<file path="src/rtl/jt03_wr_seq.sv">
// jt03_wr_seq: queued (register, value) writer for the YM2203 bus interface.
// Polls the busy flag, then issues the address strobe and the data strobe with programmable timing.
module jt03_wr_seq #(
  parameter int DEPTH    = 16,
  parameter int AW       = 4,
  parameter int WR_PULSE = 2,
  parameter int ADDR_GAP = 4,
  parameter int DATA_GAP = 24,
  parameter int TIMEOUT  = 255
) (
  input  logic          clk,
  input  logic          rst,
  input  logic          cen,
  input  logic [7:0]    cmd_reg,
  input  logic [7:0]    cmd_val,
  input  logic          cmd_valid,
  output logic          cmd_ready,
  output logic [AW:0]   fifo_cnt,
  output logic          idle,
  input  logic          err_clr,
  output logic          timeout_err,
  output logic [7:0]    ym_din,
  output logic          ym_addr,
  output logic          ym_cs_n,
  output logic          ym_wr_n,
  input  logic [7:0]    ym_dout
);

  localparam int CMAX1 = (TIMEOUT > DATA_GAP) ? TIMEOUT : DATA_GAP;
  localparam int CMAX2 = (ADDR_GAP > WR_PULSE) ? ADDR_GAP : WR_PULSE;
  localparam int CMAX  = (CMAX1 > CMAX2) ? CMAX1 : CMAX2;
  localparam int CW    = $clog2(CMAX + 1);
  localparam logic [AW:0] FULL_CNT = (AW+1)'(DEPTH);

  typedef enum logic [2:0] {
    S_IDLE,
    S_POLL,
    S_AWR,
    S_AGAP,
    S_DWR,
    S_DGAP
  } state_t;

  state_t        state_q, state_d;
  logic [CW-1:0] cnt_q, cnt_d;
  logic [7:0]    din_q, din_d;
  logic          addr_q, addr_d;
  logic          cs_n_q, cs_n_d;
  logic          wr_n_q, wr_n_d;
  logic          err_q, err_d;

  logic [15:0]   mem_q [DEPTH];
  logic [AW-1:0] wr_ptr_q, wr_ptr_d;
  logic [AW-1:0] rd_ptr_q, rd_ptr_d;
  logic [AW:0]   fcnt_q, fcnt_d;
  logic          push, pop;
  logic [7:0]    head_reg, head_val;
  logic          unused_dout;

  assign unused_dout = ^ym_dout[6:0];

  assign cmd_ready   = (fcnt_q != FULL_CNT);
  assign push        = cmd_valid && cmd_ready;
  assign head_reg    = mem_q[rd_ptr_q][15:8];
  assign head_val    = mem_q[rd_ptr_q][7:0];

  assign fifo_cnt    = fcnt_q;
  assign idle        = (fcnt_q == '0) && (state_q == S_IDLE);
  assign timeout_err = err_q;
  assign ym_din      = din_q;
  assign ym_addr     = addr_q;
  assign ym_cs_n     = cs_n_q;
  assign ym_wr_n     = wr_n_q;

  always_ff @(posedge clk) begin
    if (push) mem_q[wr_ptr_q] <= {cmd_reg, cmd_val};
  end

  always_comb begin
    wr_ptr_d = wr_ptr_q;
    rd_ptr_d = rd_ptr_q;
    fcnt_d   = fcnt_q;
    if (push) wr_ptr_d = wr_ptr_q + 1'b1;
    if (pop)  rd_ptr_d = rd_ptr_q + 1'b1;
    case ({push, pop})
      2'b10:   fcnt_d = fcnt_q + 1'b1;
      2'b01:   fcnt_d = fcnt_q - 1'b1;
      default: fcnt_d = fcnt_q;
    endcase
  end

  always_comb begin
    state_d = state_q;
    cnt_d   = cnt_q;
    din_d   = din_q;
    addr_d  = addr_q;
    cs_n_d  = cs_n_q;
    wr_n_d  = wr_n_q;
    err_d   = err_q;
    pop     = 1'b0;
    if (err_clr) err_d = 1'b0;
    if (cen) begin
      unique case (state_q)
        S_IDLE: begin
          cs_n_d = 1'b1;
          wr_n_d = 1'b1;
          if (fcnt_q != '0) begin
            // register byte goes on the bus with cs_n so it is stable before wr_n falls
            state_d = S_POLL;
            cnt_d   = '0;
            addr_d  = 1'b0;
            din_d   = head_reg;
            cs_n_d  = 1'b0;
          end
        end
        S_POLL: begin
          if (!ym_dout[7]) begin
            state_d = S_AWR;
            cnt_d   = '0;
            wr_n_d  = 1'b0;
          end else if (cnt_q == CW'(TIMEOUT - 1)) begin
            err_d   = 1'b1;
            state_d = S_AWR;
            cnt_d   = '0;
            wr_n_d  = 1'b0;
          end else begin
            cnt_d = cnt_q + 1'b1;
          end
        end
        S_AWR: begin
          if (cnt_q == CW'(WR_PULSE - 1)) begin
            state_d = S_AGAP;
            cnt_d   = '0;
            cs_n_d  = 1'b1;
            wr_n_d  = 1'b1;
          end else begin
            cnt_d = cnt_q + 1'b1;
          end
        end
        S_AGAP: begin
          if (cnt_q == CW'(ADDR_GAP - 1)) begin
            state_d = S_DWR;
            cnt_d   = '0;
            cs_n_d  = 1'b0;
            wr_n_d  = 1'b0;
          end else begin
            cnt_d = cnt_q + 1'b1;
          end
        end
        S_DWR: begin
          if (cnt_q == CW'(WR_PULSE - 1)) begin
            state_d = S_DGAP;
            cnt_d   = '0;
            cs_n_d  = 1'b1;
            wr_n_d  = 1'b1;
          end else begin
            cnt_d = cnt_q + 1'b1;
          end
        end
        S_DGAP: begin
          if (cnt_q == CW'(DATA_GAP - 1)) begin
            state_d = S_IDLE;
            cnt_d   = '0;
            pop     = 1'b1;
          end else begin
            cnt_d = cnt_q + 1'b1;
          end
        end
        default: begin
          state_d = S_IDLE;
          cnt_d   = '0;
          cs_n_d  = 1'b1;
          wr_n_d  = 1'b1;
        end
      endcase
      // switch to the data phase on the last idle gap cycle so the data strobe falls on settled pins
      if (state_d == S_AGAP && cnt_d == CW'(ADDR_GAP - 1)) begin
        addr_d = 1'b1;
        din_d  = head_val;
      end
    end
  end

  always_ff @(posedge clk) begin
    if (rst) begin
      state_q  <= S_IDLE;
      cnt_q    <= '0;
      din_q    <= '0;
      addr_q   <= 1'b0;
      cs_n_q   <= 1'b1;
      wr_n_q   <= 1'b1;
      err_q    <= 1'b0;
      wr_ptr_q <= '0;
      rd_ptr_q <= '0;
      fcnt_q   <= '0;
    end else begin
      state_q  <= state_d;
      cnt_q    <= cnt_d;
      din_q    <= din_d;
      addr_q   <= addr_d;
      cs_n_q   <= cs_n_d;
      wr_n_q   <= wr_n_d;
      err_q    <= err_d;
      wr_ptr_q <= wr_ptr_d;
      rd_ptr_q <= rd_ptr_d;
      fcnt_q   <= fcnt_d;
    end
  end

endmodule

</file>
<file path="config.mk">
export PLATFORM = sky130hd
export DESIGN_NAME = jt03_wr_seq
export DESIGN_NICKNAME = d
export VERILOG_FILES = /design/src/rtl/jt03_wr_seq.sv
export SDC_FILE = /design/constraint.sdc
export NUM_CORES = 1
export LEC_CHECK = 0
export CAP_MARGIN = 20
export CORE_MARGIN = 1
export CORE_UTILIZATION = 55
export DETAILED_ROUTE_END_ITERATION = 8
export PLACE_DENSITY = 0.84
export SLEW_MARGIN = 20
export SYNTH_ARGS = -nofsm -noshare
export SYNTH_HDL_FRONTEND = slang
export SYNTH_SLANG_ARGS = --single-unit
</file>
<file path="constraint.sdc">
create_clock -name clk -period 3.05 [get_ports clk]
set_clock_uncertainty 0.15 [all_clocks]
set_input_delay 0.61 -clock clk [delete_from_list [all_inputs] [get_ports clk]]
set_output_delay 0.61 -clock clk [all_outputs]
set_load 0.005 [all_outputs]
</file>
==> flow_summary.toml, run 1 <==
[grt]
gr-total-overflow = 0
grt_first_pass_wirelength_um = 40200
largest_net_degree_at_the_start_of_global_routing = 65
grt_util_all_layers = 0.245
first_global_vias = 6907
antenna_violations_before_repair = 0

[timing]
setup-violations-final = 0
maxSlewHeadroom = 0.527
timing_hold_violations_final = 0
setup_total_negative_slack_ps = 0
fin_crit_sh = 0.965
fmax_ghz = 0.340
final_max_slew_viol_count = 0
hold_slack_ps = 326
post-route-min-period_ps = 2940
tightestPinTransition_ps = 708

[worst_setup_path]
critical_path_peak_fanout = 9
crit_buf_inv = 3
crit_path_max_incr_delay_ps = 520
slowest_stage_cell_crit_path = "clkdlybuf4s50_1"
critical_path.cell_chain = "buf_4 -> nor4_2 -> nand2_1 -> inv_2 -> clkdlybuf4s50_1"
startpoint_type = "flop"
critPathTopFamily = "buffers and inverters"
worstSetupPathType = "reg2out"
cp.required_ps = 2290
timing.rr.end = "ym_din[6]$_SDFFE_PP0P_"
r2r_cells = 9
r2r-start = "cnt_q[1]$_SDFFE_PP0P_"
endpoint_kind = "output port"
timing.critical_path.arrival_ps = 2180
register_to_register_path_setup_slack_ps = 160

[logic_synthesis]
synth_top_family_by_area = "multiplexers"
synth_simple_gate_area_frac = 0.0585
synth.most_common_cell = "edfxtp_1"
synth_top_area_frac = 0.628
postSynth.asyncResetShare = 0
synth_compound_area_frac = 0.0509
synth_common_cells = "edfxtp_1 (256), mux4_2 (66), nor2_1 (46)"
yosys-mux-area-fraction = 0.152
synth_top_flop_cell = "edfxtp_1"
post_synth_inst_count = 668
yosys_warnings = 0
synth_top_cell_by_area = "edfxtp_1"
synth_seq_area_share = 0.693
area_of_the_mapped_netlist_um2 = 12300
synth_fp_nets = 710
adder_cell_share_of_the_synthesized_area = 0.0139
synth.ff_latch_count = 296
count_of_flip_flops_with_a_built_in_enable_after_synthesis = 256
synth-xor-area-share = 0.00786
post_synth_num_cell_types = 72
postSynthAreaPerCell_um2 = 18.3
synth_top_cells_by_area = "edfxtp_1 (63%), mux4_2 (12%), dfxtp_1 (6.5%)"

[route]
drt-vias-per-instance = 6.33
dr.first_iter.drc_count = 592
routed_wire_length_per_instance_um = 25.3
remaining_drc_errors = 0
finalWirelength_um = 26600
detailedRoute.firstPassIterationCount = 5
antenna_left = 0
vias = 6676

[hold_path]
hold_path_depth = 1
hold_path_end = "ym_cs_n$_SDFFE_PP1P_"
hp-start = "ym_cs_n$_SDFFE_PP1P_"
classification_of_the_worst_slack_hold_path = "reg2reg"

[clocking]
cts_h_tree_depth = 1
cts_max_path_buffers = 3
clkSlewWorstSetupHoldPaths_ps = 60
clock-sinks = 296
ctsRootBufferMaster = "clkbuf_16"
tritoncts_clock_tree = "yes"
cts_hold_buffers = 0
clkLatencyLatePin_ps = 570
cts_made_buffers = 28

[die]
floorplan.io_pins = 48
die_area_um2 = 22900
die_w_um = 151
start_util = 0.561
cell_rows = 54
core_area_um2 = 21800
die_y_um = 151

[placement]
hpwl_um = 16200
gp_congestion = 0.910
port-buffer-count = 40
post_placement_cell_area_um2 = 13300
dpl.cell_count = 1004

[finish]
drive_gt1_frac = 0.267
design.final.nets = 797
final-instance-count-excl-fill = 1054
num_antenna_cells = 0
layout-area-overhead-vs-synth_pct = 15.7
finish.utilization = 0.649
finish.instance_area_um2 = 14200

[pwr]
cellLeakagePower_nw = 4.57
power_per_cell_area_nw_per_um2 = 576
max-vdd-ir-drop_v = 0.000511

[run]
cap_violations = 0

[status]
outcome = "finished, final reports clean"
[how the worst max path moves through the flow]
stage          depth (start not counted)                    start                  endpoint  slack [ps]
6_report                               5  state_q[2]$_SDFFE_PP0P_                      idle         110
5_1_grt                                5  state_q[2]$_SDFFE_PP0P_                      idle         -10
4_1_cts                                5  state_q[2]$_SDFFE_PP0P_                      idle          30
3_5_place_dp                           9               ym_dout[7]    ym_din[6]$_SDFFE_PP0P_         -70
3_3_place_gp                           9               ym_dout[7]    ym_din[4]$_SDFFE_PP0P_          50
2_1_floorplan                         13    cnt_q[0]$_SDFFE_PP0P_  fifo_cnt[4]$_SDFFE_PP0P_          80
[final cells by class]
cell class	instances	area (µm²)
Fill cell	1424	7650
Sequential cell	296	8500
Clock inverter	16	158
Clock buffer	33	719
Timing Repair Buffer	94	843
Inverter	23	86.3
Multi-Input combinational cell	312	3520
Tap cell	280	350
[placed cells by master (no fill, tap or decap), drive strengths merged, types with 4 or more instances in the layout]
cell type | Yosys | final
a21oi | 15 | 15
xor2 | 8 | 8
clkdlybuf4s50 | 0 | 40
nand2b | 4 | 4
nand4 | 5 | 5
buf | 12 | 54
a211oi | 9 | 9
o21a | 4 | 4
clkinv | 0 | 14
inv | 23 | 23
o21ai | 13 | 13
mux4 | 80 | 80
dfxtp | 40 | 40
nor4 | 5 | 5
nor3 | 15 | 15
ha | 12 | 12
a22oi | 4 | 4
nand2 | 25 | 25
nor2 | 46 | 46
o31ai | 4 | 4
o21bai | 8 | 8
clkbuf | 25 | 33
edfxtp | 256 | 256
nand3 | 6 | 6
[per-stage QoR]
step / setup slack [ps] / total power, W
floorplan: 81.5 / 0.00474
global placement: 50.4 / 0.00491
detailed placement: -67.3 / 0.00494
CTS: 27.5 / 0.00822
global route: -11.3 / 0.00842
finish: 105 / 0.00817
[kinds of logic after synthesis]
kind of cell             count (synthesis)
AO/OA/AOI/OAI                           78
adder cells (fa/ha/maj)                 13
multiplexers                            81
XOR/XNOR                                11
AND/OR/NAND/NOR                        129
buffers and inverters                   60
flip-flops                             296
[repair_timing]
item | CTS | global route
pin swaps | 0 | 2
buffers inserted | 0 | 1
endpoints found under the setup margin | 1 | 11
resized for setup | 1 | 6
[report_power, final]
part	leakage (nW)	total [W]	switching, W	internal, W
Clock	0.426	0.00330	0.00144	0.00186
Sequential	2.64	0.00450	0.0000403	0.00446
Combinational	1.50	0.000370	0.000208	0.000162
[sequential cells by signal (all words and copies together) (netlist names), 3 cells and up, named ones only]
name	flops
fifo_cnt	5
wr_ptr_q	4
cnt_q	8
rd_ptr_q	4
state_q	3
ym_din	8
mem_q	256
[routing by layer]
| layer | GRT usage | wire length [µm] |
|---|---|---|
| met5 | 0 | 0 |
| met4 | 0.107 | 1180 |
| met3 | 0.0494 | 1850 |
| met2 | 0.425 | 13700 |
| met1 | 0.298 | 9870 |
Power figures use the tool's default switching activity.
==> inputs of run 2 (changes only) <==
- HOLD_SLACK_MARGIN: unset -> 0.03
- PLACE_DENSITY: 0.84 -> 0.81
- clock period: 3.05 -> 3.79 ns (I/O delays scaled with it)
==> run 2 against run 1 <==
  * Global-route usage is 0.30 points higher
  * Register-to-register slack better by 290 ps
  * Routed wire length is 1.0% higher
  * Clock power is 17% lower
  * Highest routed layer unchanged
==> flow_summary.toml, run 2 (synthesis gave the netlist of run 1 again) <==
[clocking]
ctsRootBufferMaster = "clkbuf_16"
cts_max_path_buffers = 3
clock-sinks = 296
clkSlewWorstSetupHoldPaths_ps = 60
cts_made_buffers = 30
cts_hold_buffers = 0
tritoncts_clock_tree = "yes"
cts_h_tree_depth = 1
clkLatencyLatePin_ps = 580
cts.repair_timing.setup_buffer_count = 0
cts-resized-gates = 0

[placement]
port-buffer-count = 40
hpwl_um = 15400
placement.setup.worst_slack_ps = 339
gp_congestion = 0.928

[die]
die_y_um = 151
floorplan.io_pins = 48
die_area_um2 = 22900
die_w_um = 151
cell_rows = 54
start_util = 0.561
core_area_um2 = 21800

[status]
outcome = "finished, final reports clean"

[worst_setup_path]
startpoint_type = "flop"
worstSetupPathType = "reg2reg"
crit_start = "cnt_q[0]$_SDFFE_PP0P_"
cp.required_ps = 4070
endpoint_kind = "flop"
r2r_cells = 8
timing.rr.end = "ym_din[2]$_SDFFE_PP0P_"
slowest_stage_cell_crit_path = "or4_1"
crit_path_max_incr_delay_ps = 820
critical_path_peak_fanout = 9
timing.critical_path.arrival_ps = 3620
register_to_register_path_setup_slack_ps = 450
critical_path.cell_chain = "ha_1 -> nor4b_2 -> a211o_1 -> and3_2 -> a32oi_1 -> or4_1 -> nor3_2 -> a211oi_2"
setup.worst_path.end = "ym_din[2]$_SDFFE_PP0P_"
r2r-start = "cnt_q[0]$_SDFFE_PP0P_"

[timing]
setup-violations-final = 0
tightestPinTransition_ps = 1050
timing_hold_violations_final = 0
post-route-min-period_ps = 3340
maxSlewHeadroom = 0.297
fmax_ghz = 0.299
final_max_slew_viol_count = 0
rsz0062_at_grt = "no"
fin_crit_sh = 0.882
crit_path_setup_slack_layout_ps = 446
setup_total_negative_slack_ps = 0

[pwr]
max-vdd-ir-drop_v = 0.000398
cellLeakagePower_nw = 4.44
power_per_cell_area_nw_per_um2 = 473

[finish]
fill_cells = 1408
finish.utilization = 0.642
layout_common_cells = "edfxtp_1 (256), mux4_2 (66), clkdlybuf4s50_1 (40), dfxtp_1 (38), nor2_1 (34)"
num_antenna_cells = 0
layout.cells.most_common = "edfxtp_1"
largest_reg_flops = 256
layout-area-overhead-vs-synth_pct = 14.4
top_register = "mem_q"
drive_gt1_frac = 0.254
design.final.nets = 774

[route]
routed_wire_length_per_instance_um = 26.1
detailedRoute.firstPassIterationCount = 5
drt-vias-per-instance = 6.38
vias = 6578
remaining_drc_errors = 0
finalWirelength_um = 26900
antenna_left = 0
dr.first_iter.drc_count = 549

[grt]
antenna_violations_before_repair = 0
first_global_vias = 6805
grt_util_all_layers = 0.248
grt_first_pass_wirelength_um = 40600
gr-total-overflow = 0
largest_net_degree_at_the_start_of_global_routing = 65

[run]
cap_violations = 0

[hold_path]
classification_of_the_worst_slack_hold_path = "reg2reg"
## run 2: cell types whose count changed in the layout (fill, tap and decap cells not counted), moves of 3 or more
cell	before	now
buf_4	51	26
nor2_1	46	34
nor2_2	0	12
clkinv_4	3	0
## run 2: routing by layer
metal  share of wire  global-route usage  vias up
li1                -                   -     2819
met1            0.36               0.310     3328
met2            0.51               0.416      332
met3           0.080              0.0461       99
met4           0.051               0.125        0
met5               0                   0        -
## run 2: critical path, delay by kind of cell, from the launching register on
| family | cells | cell delay [ps] |
|---|---|---|
| AND/OR/NAND/NOR | 4 | 1910 |
| adder cells (fa/ha/maj) | 1 | 220 |
| AO/OA/AOI/OAI | 3 | 450 |
| flip-flops | 1 | 490 |
## run 2: power by group
part | total (W) | switching [W] | internal [W]
clock network | 0.00273 | 0.00120 | 0.00152
logic | 0.000285 | 0.000164 | 0.000121
registers | 0.00362 | 0.0000325 | 0.00359
## run 2: worst min-delay path by stage
stage | startpoint | to | slack, ps | cells past startpoint
after floorplan | ym_din[0]$_SDFFE_PP0P_ | ym_din[0]$_SDFFE_PP0P_ | 310 | 2
after global placement | ym_cs_n$_SDFFE_PP1P_ | ym_cs_n$_SDFFE_PP1P_ | 300 | 1
after detailed placement | ym_cs_n$_SDFFE_PP1P_ | ym_cs_n$_SDFFE_PP1P_ | 320 | 1
after CTS | ym_cs_n$_SDFFE_PP1P_ | ym_cs_n$_SDFFE_PP1P_ | 340 | 1
after global routing | ym_cs_n$_SDFFE_PP1P_ | ym_cs_n$_SDFFE_PP1P_ | 360 | 1
final | ym_cs_n$_SDFFE_PP1P_ | ym_cs_n$_SDFFE_PP1P_ | 330 | 1
## run 2: metrics by stage
| step | instances | hold WS [ps] | power [W] | area (µm²) |
|---|---|---|---|---|
| after floorplan | 668 | 308 | 0.00382 | 12300 |
| after global placement | 980 | 299 | 0.00395 | 13100 |
| after detailed placement | 980 | 322 | 0.00397 | 13100 |
| after CTS | 1031 | 337 | 0.00667 | 14000 |
| after global routing | 1031 | 357 | 0.00681 | 14000 |
| final | 1031 | 333 | 0.00663 | 14000 |
## run 2: layout make-up
type	instances	area, µm²	share of cell area
flip-flops and latches	296	8490	0.606
multi-input cells	312	3520	0.251
clock buffers	37	777	0.0555
repair buffers	69	656	0.0468
well taps	280	350	0.0250
clock inverters	14	126	0.00902
inverters	23	86.3	0.00616
